### src/rtl/toeplitz_pkg.sv
// Shared constants and state encoding for the toeplitz extractor and its scheduler.
package toeplitz_pkg;

    localparam int unsigned ToepN  = 256;  // raw bits per block
    localparam int unsigned ToepL  = 128;  // extracted bits per block
    localparam int unsigned ToepBs = 1;    // bits fed to the core per cycle (serial)

    typedef enum logic [2:0] {
        StIdle,
        StFill,
        StPrime,
        StStream,
        StWaitq
    } tsched_state_t;

endpackage

### src/rtl/toeplitz_bitbuf.sv
// N-bit block buffer: shifts raw bits in at the LSB, shifts them out MSB first.
// The counter tracks bits loaded (fill) or bits emitted (stream) and is cleared by the owner.
module toeplitz_bitbuf
    import toeplitz_pkg::*;
#(
    parameter int unsigned N    = ToepN,
    parameter int unsigned CntW = $clog2(N + 1)
) (
    input  logic            clk_i,
    input  logic            rst_ni,
    input  logic            load_i,
    input  logic            bit_i,
    input  logic            shift_i,
    input  logic            clr_i,
    output logic            msb_o,
    output logic [CntW-1:0] cnt_o
);

    logic [N-1:0]    buf_q, buf_d;
    logic [CntW-1:0] cnt_q, cnt_d;

    // Next-state: load and shift share the same left shift; clear only touches the counter.
    always_comb begin
        buf_d = buf_q;
        cnt_d = cnt_q;
        if (load_i) begin
            buf_d = {buf_q[N-2:0], bit_i};
            cnt_d = cnt_q + CntW'(1);
        end else if (shift_i) begin
            buf_d = {buf_q[N-2:0], 1'b0};
            cnt_d = cnt_q + CntW'(1);
        end
        if (clr_i) begin
            cnt_d = '0;
        end
    end

    // Buffer and counter registers.
    always_ff @(posedge clk_i or negedge rst_ni) begin
        if (!rst_ni) begin
            buf_q <= '0;
            cnt_q <= '0;
        end else begin
            buf_q <= buf_d;
            cnt_q <= cnt_d;
        end
    end

    assign msb_o = buf_q[N-1];
    assign cnt_o = cnt_q;

endmodule

### src/rtl/toeplitz_sched.sv
// Sequencer between a raw entropy source and the toeplitz core: fill, prime, stream, capture.
module toeplitz_sched
    import toeplitz_pkg::*;
#(
    parameter int unsigned N    = ToepN,
    parameter int unsigned L    = ToepL,
    parameter int unsigned QTMO = 16,
    parameter int unsigned CW   = 32
) (
    input  logic          clk,
    input  logic          reset,
    input  logic          en,
    input  logic          src_bit,
    input  logic          src_valid,
    output logic          src_ready,
    output logic          core_rst,
    output logic          core_data,
    input  logic [L-1:0]  core_q,
    input  logic          core_qstrobe,
    output logic [L-1:0]  out_q,
    output logic          out_valid,
    input  logic          out_ready,
    output logic [CW-1:0] blk_cnt,
    output logic          err,
    output logic          busy
);

    localparam int unsigned CntW = $clog2(N + 1);
    localparam int unsigned TmoW = $clog2(QTMO + 1);

    tsched_state_t   state_q, state_d;
    logic            src_ready_q, src_ready_d;
    logic            core_rst_q, core_rst_d;
    logic            core_data_q, core_data_d;
    logic [L-1:0]    out_q_q, out_q_d;
    logic            out_valid_q, out_valid_d;
    logic [CW-1:0]   blk_cnt_q, blk_cnt_d;
    logic            err_q, err_d;
    logic            busy_q, busy_d;
    logic [TmoW-1:0] tmo_q, tmo_d;

    logic            buf_load, buf_shift, buf_clr, buf_msb;
    logic [CntW-1:0] buf_cnt;
    logic            src_hs, out_hs;

    toeplitz_bitbuf #(
        .N    (N),
        .CntW (CntW)
    ) u_bitbuf (
        .clk_i   (clk),
        .rst_ni  (reset),
        .load_i  (buf_load),
        .bit_i   (src_bit),
        .shift_i (buf_shift),
        .clr_i   (buf_clr),
        .msb_o   (buf_msb),
        .cnt_o   (buf_cnt)
    );

    assign src_hs = src_valid & src_ready_q;
    assign out_hs = out_valid_q & out_ready;

    // FSM next-state plus next values of every registered output.
    always_comb begin
        state_d     = state_q;
        core_rst_d  = 1'b0;
        core_data_d = 1'b0;
        out_q_d     = out_q_q;
        out_valid_d = out_valid_q;
        blk_cnt_d   = blk_cnt_q;
        err_d       = err_q;
        tmo_d       = tmo_q;
        buf_load    = 1'b0;
        buf_shift   = 1'b0;
        buf_clr     = 1'b0;

        if (out_hs) begin
            out_valid_d = 1'b0;
            blk_cnt_d   = blk_cnt_q + CW'(1);
        end

        unique case (state_q)
            StIdle: begin
                if (en && !err_q) begin
                    state_d = StFill;
                end
            end
            StFill: begin
                if (src_hs) begin
                    buf_load = 1'b1;
                end
                if (src_hs && buf_cnt == CntW'(N - 1)) begin
                    buf_clr = 1'b1;
                    state_d = StPrime;
                    // Pulse the core reset right away when the output slot is already free.
                    core_rst_d = !out_valid_q;
                end else if (!en) begin
                    // Partial fill is kept in the buffer; resume from IDLE later.
                    state_d = StIdle;
                end
            end
            StPrime: begin
                if (core_rst_q) begin
                    // Reset pulse is on the wire now; first bit goes out next cycle.
                    buf_shift   = 1'b1;
                    core_data_d = buf_msb;
                    state_d     = StStream;
                end else if (!out_valid_q) begin
                    core_rst_d = 1'b1;
                end
            end
            StStream: begin
                if (buf_cnt == CntW'(N)) begin
                    buf_clr = 1'b1;
                    tmo_d   = TmoW'(1);
                    state_d = StWaitq;
                end else begin
                    buf_shift   = 1'b1;
                    core_data_d = buf_msb;
                end
            end
            StWaitq: begin
                if (core_qstrobe) begin
                    out_q_d     = core_q;
                    out_valid_d = 1'b1;
                    state_d     = en ? StFill : StIdle;
                end else begin
                    // tmo counts cycles elapsed since the last streamed bit.
                    tmo_d = tmo_q + TmoW'(1);
                    if (tmo_d == TmoW'(QTMO)) begin
                        err_d   = 1'b1;
                        state_d = StIdle;
                    end
                end
            end
            default: state_d = StIdle;
        endcase

        src_ready_d = (state_d == StFill);
        busy_d      = (state_d != StIdle);
    end

    // State and output registers; the core is held in reset while we are.
    always_ff @(posedge clk or negedge reset) begin
        if (!reset) begin
            state_q     <= StIdle;
            src_ready_q <= 1'b0;
            core_rst_q  <= 1'b1;
            core_data_q <= 1'b0;
            out_q_q     <= '0;
            out_valid_q <= 1'b0;
            blk_cnt_q   <= '0;
            err_q       <= 1'b0;
            busy_q      <= 1'b0;
            tmo_q       <= '0;
        end else begin
            state_q     <= state_d;
            src_ready_q <= src_ready_d;
            core_rst_q  <= core_rst_d;
            core_data_q <= core_data_d;
            out_q_q     <= out_q_d;
            out_valid_q <= out_valid_d;
            blk_cnt_q   <= blk_cnt_d;
            err_q       <= err_d;
            busy_q      <= busy_d;
            tmo_q       <= tmo_d;
        end
    end

    assign src_ready = src_ready_q;
    assign core_rst  = core_rst_q;
    assign core_data = core_data_q;
    assign out_q     = out_q_q;
    assign out_valid = out_valid_q;
    assign blk_cnt   = blk_cnt_q;
    assign err       = err_q;
    assign busy      = busy_q;

endmodule

### config.mk
export PLATFORM = sky130hd
export DESIGN_NAME = toeplitz_sched
export DESIGN_NICKNAME = d
export VERILOG_FILES = /design/src/rtl/toeplitz_pkg.sv /design/src/rtl/toeplitz_bitbuf.sv /design/src/rtl/toeplitz_sched.sv
export SDC_FILE = /design/constraint.sdc
export NUM_CORES = 1
export LEC_CHECK = 0
export CORE_ASPECT_RATIO = 0.75
export CORE_MARGIN = 2
export CORE_UTILIZATION = 25
export DETAILED_ROUTE_END_ITERATION = 7
export GPL_TIMING_DRIVEN = 1
export PLACE_DENSITY = 0.58
export SYNTH_ARGS = -nofsm -noshare
export SYNTH_HDL_FRONTEND = slang
export SYNTH_HIERARCHICAL = 1
export SYNTH_SLANG_ARGS = --single-unit
### constraint.sdc
create_clock -name clk -period 1.9 [get_ports clk]
set_input_delay 0.38 -clock clk [delete_from_list [all_inputs] [get_ports clk]]
set_output_delay 0.38 -clock clk [all_outputs]
set_load 0.05 [all_outputs]
=== Yosys cells after proc, flatten, opt, wreduce, memory -nomap -nowiden ===
Cells that the tools add are included.

* Flip-flop bits (word level): 439
* Input port bits: 135
* Word-level logic and storage cells: 75

* Add/sub/neg operators: 3
* Eq/ne operators: 10
* Muxes and demuxes: 35
* Bitwise gates (word level): 3
* Reduce and logical (&&, ||, !) cells: 12

{| class="wikitable"
|+ Operator list
! kind !! number
|-
| two-way mux 256 bit || 2
|-
| adder 32 x 1 -> 32 bit, second input constant || 1
|-
| two-way mux 9 bit || 3
|-
| two-way mux 3 bit || 7
|-
| two-way mux 1 bit || 15
|-
| case mux 3 bit (5 select lines) || 1
|-
| two-way mux 5 bit || 2
|-
| case mux 5 bit (2 select lines) || 1
|-
| adder 9 x 1 -> 9 bit, second input constant || 1
|-
| equality test 9 x 8 -> 1 bit, second input constant || 1
|-
| equality test 9 bit, second input constant || 1
|-
| case mux 1 bit (2 select lines) || 4
|-
| equality test 3 x 1 -> 1 bit, second input constant || 2
|-
| equality test 3 x 2 -> 1 bit, second input constant || 2
|-
| AND reduction 3 bit || 2
|-
| nonzero test 3 bit || 2
|-
| adder 5 x 1 -> 5 bit, second input constant || 1
|-
| equality test 5 bit, second input constant || 1
|-
| != test 2 bit, second input constant || 2
|-
| nonzero test 2 bit || 2
|-
| equality test 3 bit, second input constant || 1
|-
| logical NOT 3 bit || 1
|-
| AND 1 bit || 2
|-
| logical AND 1 bit || 2
|-
| 3 further kinds || 4
|}

=== Logic depth before layout (Yosys ltp) ===
* Depth in word-level cells: 6
* Mapped depth: 8
* Mapped depth without buffers: 6

=== By module ===
The synthesis kept the hierarchy.

{| class="wikitable"
|+ By module, submodules not included
! module !! times used !! cells an instance !! area each (um^2) !! sequential area each (um^2)
|-
| toeplitz_bitbuf || 1 || 584 || 9,920.8 || 6,631.4
|-
| toeplitz_sched || 1 || 470 || 6,925.4 || 4,355.4
|}

=== Worst setup path before layout ===
OpenSTA, ideal clock, no wires.

* Path type: register to register
* From: register u_bitbuf.cnt_q[5], in the netlist u_bitbuf/cnt_o[5]
* To: register u_bitbuf.buf_q[100]
* Setup time: 0.125 ns
* Data arrival time: 1.959 ns
* Setup slack: -0.184 ns
* Stages on the path, launching flop included: 8
* Path through: dfrtp_1 > nor4_1 > a41o_1 > nor2_1 > nor2_2 > buf_2 > buf_4 > mux2_2

* Longest elaborated chain between the ends: 4

{| class="wikitable"
|+ RTL lines
! what !! RTL line !! RTL
|-
| start, declared || toeplitz_bitbuf.sv:20 || <nowiki>logic [CntW-1:0] cnt_q, cnt_d;</nowiki>
|-
| start signal, assigned || toeplitz_bitbuf.sv:45 || <nowiki>cnt_q <= cnt_d;</nowiki>
|-
| equality test 9 bit || toeplitz_sched.sv:113 || <nowiki>if (buf_cnt == CntW'(N)) begin</nowiki>
|-
| two-way mux 1 bit || toeplitz_sched.sv:113 ||
|-
| case mux 1 bit (2 select lines) || toeplitz_sched.sv:82 || <nowiki>unique case (state_q)</nowiki>
|-
| net buf_shift || toeplitz_sched.sv:42 || <nowiki>logic buf_load, buf_shift, buf_clr, buf_msb;</nowiki>
|-
| nonzero test 2 bit (no source line) || - ||
|-
| end signal, assigned || toeplitz_bitbuf.sv:44 || <nowiki>buf_q <= buf_d;</nowiki>
|-
| end, declared || toeplitz_bitbuf.sv:19 || <nowiki>logic [N-1:0] buf_q, buf_d;</nowiki>
|}

The timed path passes the listed nets, and every way through them passes these cells.
A chain may end at the register's enable or synchronous reset.

=== Worst setup path in the final report ===
* From: register u_bitbuf.cnt_q[6], in the netlist u_bitbuf/cnt_o[6]
* To: register u_bitbuf.buf_q[45]

Same word-level chain as after synthesis.

==> key figures <==
Floorplan
  – Initial Util: 0.253
  – Die area: roughly 69000 um^2
  – Die Y: ~230 um
  – Die Wd: roughly 300 um
  – # IOs: ~300
  – Placeable Area: 66700 um^2
  – Row count: roughly 80

Synthesis
  – Mean Syn Cell Area: approximately 16 um^2
  – Post-synthesis sequential area ratio: 0.652
  – Post-synth EDFFs: 0
  – Asr flop ratio synth: 1.00
  – #FFs+latches synth: about 440
  – Synth warnings: 6
  – Post-synth top flop: dfrtp_1
  – Distinct cells, synth: 51
  – Mapped Cells: 1054
  – Synth Cell Area: roughly 17000 um^2
  – Syn nets: about 1200

Hold path
  – Hold/Removal Path Class: input port to asynchronous set/reset pin

Timing
  – Final Hold Viols: 0
  – Worst setup margin: -224 ps
  – Highest Clock Rate: between 400 and 500 MHz
  – Final Critical Period: ~2100 ps
  – Slew @ Worst Pin: slightly above 600 ps
  – Tcrit/Tclk final: 1.12
  – Slew HR: 0.596
  – Setup TNS: -45940 ps
  – RSZ-0062 raised after global routing: yes
  – Setup Skew: about 11 ps
  – WHS: roughly 400 ps
  – Final setup viols: between 200 and 300
  – Max Slew Vio Count: 0

Run status
  – Status: finished, violations left
  – Failing checks: setup timing

Clock network
  – Clk buf depth: 3
  – H-tree levels: 2
  – Clk root buf: clkbuf_16
  – CTS tree: yes
  – Total CTS buffers: 43
  – Clock Latency Late Sink: between 500 and 600 ps
  – Clock transition at the registers of the reported paths: approximately 60 ps
  – CTS Sinks: approximately 440

Run
  – Max-cap violations: 0

Critical path
  – Type of origin of the critical path: register
  – Crit Path Max Fanout: 8
  – Worst setup EP type: register
  – Crit path kind: register to register
  – Crit path DAT: ~2600 ps
  – Reg-to-reg endpoint: u_bitbuf/buf_q[45]
  – R2R depth: 9
  – RR Startpoint: u_bitbuf/cnt_o[6]
  – WP data required: 2330 ps
  – R2R setup slack: -220 ps

Final layout
  – Final nets: approximately 1600
  – # diodes: 0
  – Most common cell after layout, fill and taps aside: dfrtp_1
  – Area Overhead vs Synth: 40.2%
  – Most frequent cells in the layout: dfrtp_1, mux2_2, buf_4
  – Cell area after layout: around 24000 um^2
  – Fraction of layout cells with a size suffix above 1: 0.479

Detailed routing
  – DR pass1 iterations: 4
  – Via count: 10001
  – DRC marker count from the first detailed-route iteration: roughly 500
  – Drt drc: 0
  – Routed Antenna Nets: 0
  – WL/cell: roughly 16 um
  – Final WL: around 37 mm
  – Vias/cell: around 4.2

Placed design
  – Hpwl dp: 26.0 mm
  – Placer Congestion: around 0.86
  – DP Area: roughly 21000 um^2
  – Pre-CTS setup slack: -281 ps
  – I/O Buffers: 300

Global routing
  – Largest net degree at the start of global routing: 58
  – Tot GR Track Use: 0.106
  – Global-route wire length before repair: a little over 60 mm
  – Vias in the first global route: approximately 11000
  – Initial antenna violation count: 0
  – GRT overflow: 0

Power
  – Pwr Density: around 850 nW/um^2
  – Internal power: about 16000 uW
  – Total power: roughly 20000 uW
  – Sw Share: 0.218
  – Clock network fraction of total power: 0.448
  – Seq pwr share: 0.477
  – Leakage Power: approximately 0.012 uW
  – Worst vdd ir: between 500 and 600 uV
  – Sw power: roughly 4400 uW
  – Comb power frac: 0.076
[cell type report]
type                    instances  area, um^2
inverters                       5        18.8
clock buffers                  59        1260
flip-flops and latches        439       11000
multi-input cells             566        5870
repair buffers                414        4140
well taps                     882        1100
fillers                      6400       43100
clock inverters                19         238
[power by group through the flow]
stage	sequential (uW)	combinational (uW)	clock [uW]
2_1_floorplan	9750	470	0
3_3_place_gp	9700	1300	0
3_5_place_dp	9710	1320	0
4_1_cts	9530	1490	9250
5_1_grt	9540	1650	9680
6_report	9530	1510	8950
[sequential cells by signal (all words and copies together), names as in the netlist]
name and count:
src_ready 1, core_rst 1, err 1, out_valid 1, tmo_q 5, u_bitbuf/buf_q 256
core_data 1, u_bitbuf/cnt_o 9, blk_cnt 32, state_q 3, busy 1, out_q 128
[cells in the mapped netlist (3+ instances only)]
library cell  number  area, um^2
dfrtp_1          438       11000
mux2_2           384        4320
buf_4             23         173
xnor2_1           21         184
nand2_1           20        75.1
buf_2             18        90.1
xor2_1            16         140
nand3_1           13        65.1
nand4_1           13        81.3
nor2_1            13        48.8
nor4_1             9        56.3
a21oi_1            8        40.0
and3_1             6        37.5
o21ai_0            6        30.0
inv_1              5        18.8
a22o_1             4        35.0
and2_1             4        25.0
and4_1             3        26.3
ha_1               3        37.5
nor3_1             3        15.0
nor3b_1            3        22.5
nor4b_1            3        26.3
or3_1              3        18.8
[routing by layer]
metal	up-vias	global-route usage	part of all wire
met1	5195	0.141	0.45
met4	0	0.0264	0.020
met2	146	0.178	0.49
met3	57	0.0216	0.038
met5	-	0	0
li1	4603	-	-
[worst max-delay path by stage]
| stage | startpoint | end | slack (ps) |
|---|---|---|---|
| 6_report | u_bitbuf/cnt_o[6] | u_bitbuf/buf_q[45] | -220 |
| 5_1_grt | u_bitbuf/cnt_o[6] | u_bitbuf/buf_q[58] | -330 |
| 4_1_cts | u_bitbuf/cnt_o[5] | u_bitbuf/buf_q[62] | -230 |
| 3_5_place_dp | u_bitbuf/cnt_o[6] | u_bitbuf/buf_q[124] | -280 |
| 3_3_place_gp | u_bitbuf/cnt_o[6] | u_bitbuf/buf_q[126] | -280 |
| 2_1_floorplan | u_bitbuf/cnt_o[6] | u_bitbuf/buf_q[100] | -20 |
[metrics by stage]
| step | std cells | util |
|---|---|---|
| floorplan | 1054 | - |
| global placement | 2283 | 0.321 |
| global route | 2384 | 0.354 |
| CTS | 2377 | 0.351 |
| finish | 2384 | 0.354 |
| detailed placement | 2283 | 0.321 |
[critical path, stage by stage, from the launching register on]
cell and delay, ps:
dfrtp_1 410, nor4_4 330, a41o_1 240, nor2_2 60
nor2_4 130, buf_12 150, buf_8 140, buf_12 110
buf_16 110, mux2_2 320
[cell families (layout without fill, tap and decap cells)]
logic type	Yosys count	in the layout	synth area share
compound gates	29	29	0.0116
xor+xnor	37	37	0.0192
fa+ha+maj	3	3	0.00223
buf+inv	49	497	0.0174
flops	439	439	0.652
mux	385	385	0.257
simple gates	112	112	0.0401
[repair_timing]
item / in CTS / in global routing
cloned: 6 / 4
hold buffers: 1 / 0
setup buffers: 9 / 3
endpoints found under the setup margin: 302 / 270
pin swaps: 3 / 2
hold endpoints to repair: 36 / 0
resized for setup: 109 / 17
No activity file was read; power rests on OpenSTA's default activity.
==> RTL edit, RTL diff (config.mk and constraints unchanged) <==
The 5 states of `tsched_state_t` get a one-hot encoding in 5 bits.
--- a/src/rtl/toeplitz_pkg.sv
+++ b/src/rtl/toeplitz_pkg.sv
@@ -5,12 +5,12 @@
     localparam int unsigned ToepL  = 128;  // extracted bits per block
     localparam int unsigned ToepBs = 1;    // bits fed to the core per cycle (serial)
 
-    typedef enum logic [2:0] {
-        StIdle,
-        StFill,
-        StPrime,
-        StStream,
-        StWaitq
+    typedef enum logic [4:0] {
+        StIdle   = 5'b00001,
+        StFill   = 5'b00010,
+        StPrime  = 5'b00100,
+        StStream = 5'b01000,
+        StWaitq  = 5'b10000
     } tsched_state_t;
 
 endpackage
Check against the original RTL: same outputs for any inputs over 4 cycles, from zero or initial values and one cycle with reset low; so few cycles prove little.
==> RTL edit against the unedited design <==
The run still ends with negative setup slack left; synthesized cell count increased by 2.6%; total power is 3.7% higher; sequential cell count up 2; routed wire length is 3.0% lower; setup slack worse by 0.26 ns; synthesized area is 1.6% higher; utilization increased by 0.37 points; design area rose by 3.2%; critical endpoint is now u_bitbuf/buf_q[172]; highest routed layer unchanged.
==> RTL edit: results (changes against the unedited design) <==
[synth]
synth_nets = 1219  ; was 1192
synth_area_leaders = dfrtp_1 64%, mux2_2 25%, xor2_1 1.1%  ; was dfrtp_1 65%, mux2_2 26%, xnor2_1 1.1%
synth_fa_ha_area_frac = 0.002194  ; was 0.002228
synth_cell_types = 53  ; was 51
muxShareOfSynthArea = 0.2527  ; was 0.2573
ys_seq_area_frac = 0.6452  ; was 0.6522
synth_compound_area_frac = 0.01499  ; was 0.01159
synthTopCellsByCount = 439 x dfrtp_1, 384 x mux2_2, 24 x buf_4  ; was 438 x dfrtp_1, 384 x mux2_2, 23 x buf_4
synth_top_area_share = 0.6421  ; was 0.6506
synth_seq_cells = 441  ; was 439

[timing]
layout_setup_ws_ns = -0.4830  ; was -0.2237 ns
setup_viol = 265  ; was 268
clock_skew_ns = 0.04322  ; was 0.01070 ns
relSlewSlack = 0.6347  ; was 0.5963

[global_routing]
grt_pass1_vias = 10490  ; was 10760
grt_use_met1 = 0.1259  ; was 0.1411
grt_util_met3 = 0.03094  ; was 0.02160

[route]
drt-total-wl_mm = 36.19  ; was 37.32 mm
wl_met2_mm = 16.70  ; was 18.33 mm
via_per_inst = 4.154  ; was 4.195
drt_iter0_markers = 382  ; was 504
wl_met1_mm = 16.60  ; was 16.82 mm

[final_layout]
signal_buffers = 409  ; was 414
multi_input_area_share = 0.2528  ; was 0.2487
fill_cells = 6440  ; was 6400
inverters = 8  ; was 5
nMultiInputCombCells = 585  ; was 566
fin_area_um2 = 24380  ; was 23620 um^2

[setup_path]
cp.arrival_ns = 2.83  ; was 2.55 ns
worst-r2r-cell-count = 8  ; was 9
slowest_stage = or4b_4  ; was dfrtp_1
crit_path_max_incr_delay_ns = 0.56  ; was 0.41 ns

[placed_design]
pre_cts_slack_ns = -0.4225  ; was -0.2814 ns
place.gp.congestion = 0.7614  ; was 0.8593
dpl_cell_area_um2 = 21730  ; was 21430 um^2
dp.cells = 2314  ; was 2283
dp_hpwl_mm = 23.55  ; was 26.02 mm

[outcome]
status = finished, violations left  ; unchanged
violations = negative setup slack  ; unchanged

[power]
vdd.ir_drop.worst_mv = 0.5687  ; was 0.5645 mV
cellLeakagePower_nw = 13.57  ; was 12.12 nW

-- RTL edit: cell types whose count changed after synthesis, moves of 7 or more --
cell / delta
nor3_1: +11
buf_2: -8
nor2_1: +7
buf_6: +10
-- RTL edit: path summary, 6_finish.rpt --
kind	slack, ns	start	endpoint
max	-0.48	u_bitbuf/cnt_o[4]	u_bitbuf/buf_q[172]
max reg2reg	-0.48	u_bitbuf/cnt_o[4]	u_bitbuf/buf_q[172]
min in group clk	0.40	core_q[34]	out_q[34]
max in group asynchronous	0.79	reset	out_q[75]
min reg2reg	0.46	u_bitbuf/buf_q[6]	u_bitbuf/buf_q[7]
min	0.26	reset	out_q[26]
-- RTL edit: repair_timing --
item,4_1_cts,5_1_grt
hold buffers,1,0
resized for setup,14,169
endpoints found under the hold margin,51,0
setup endpoints to repair,344,353
buffers inserted,2,5
pin swaps,0,18
gates cloned,0,13
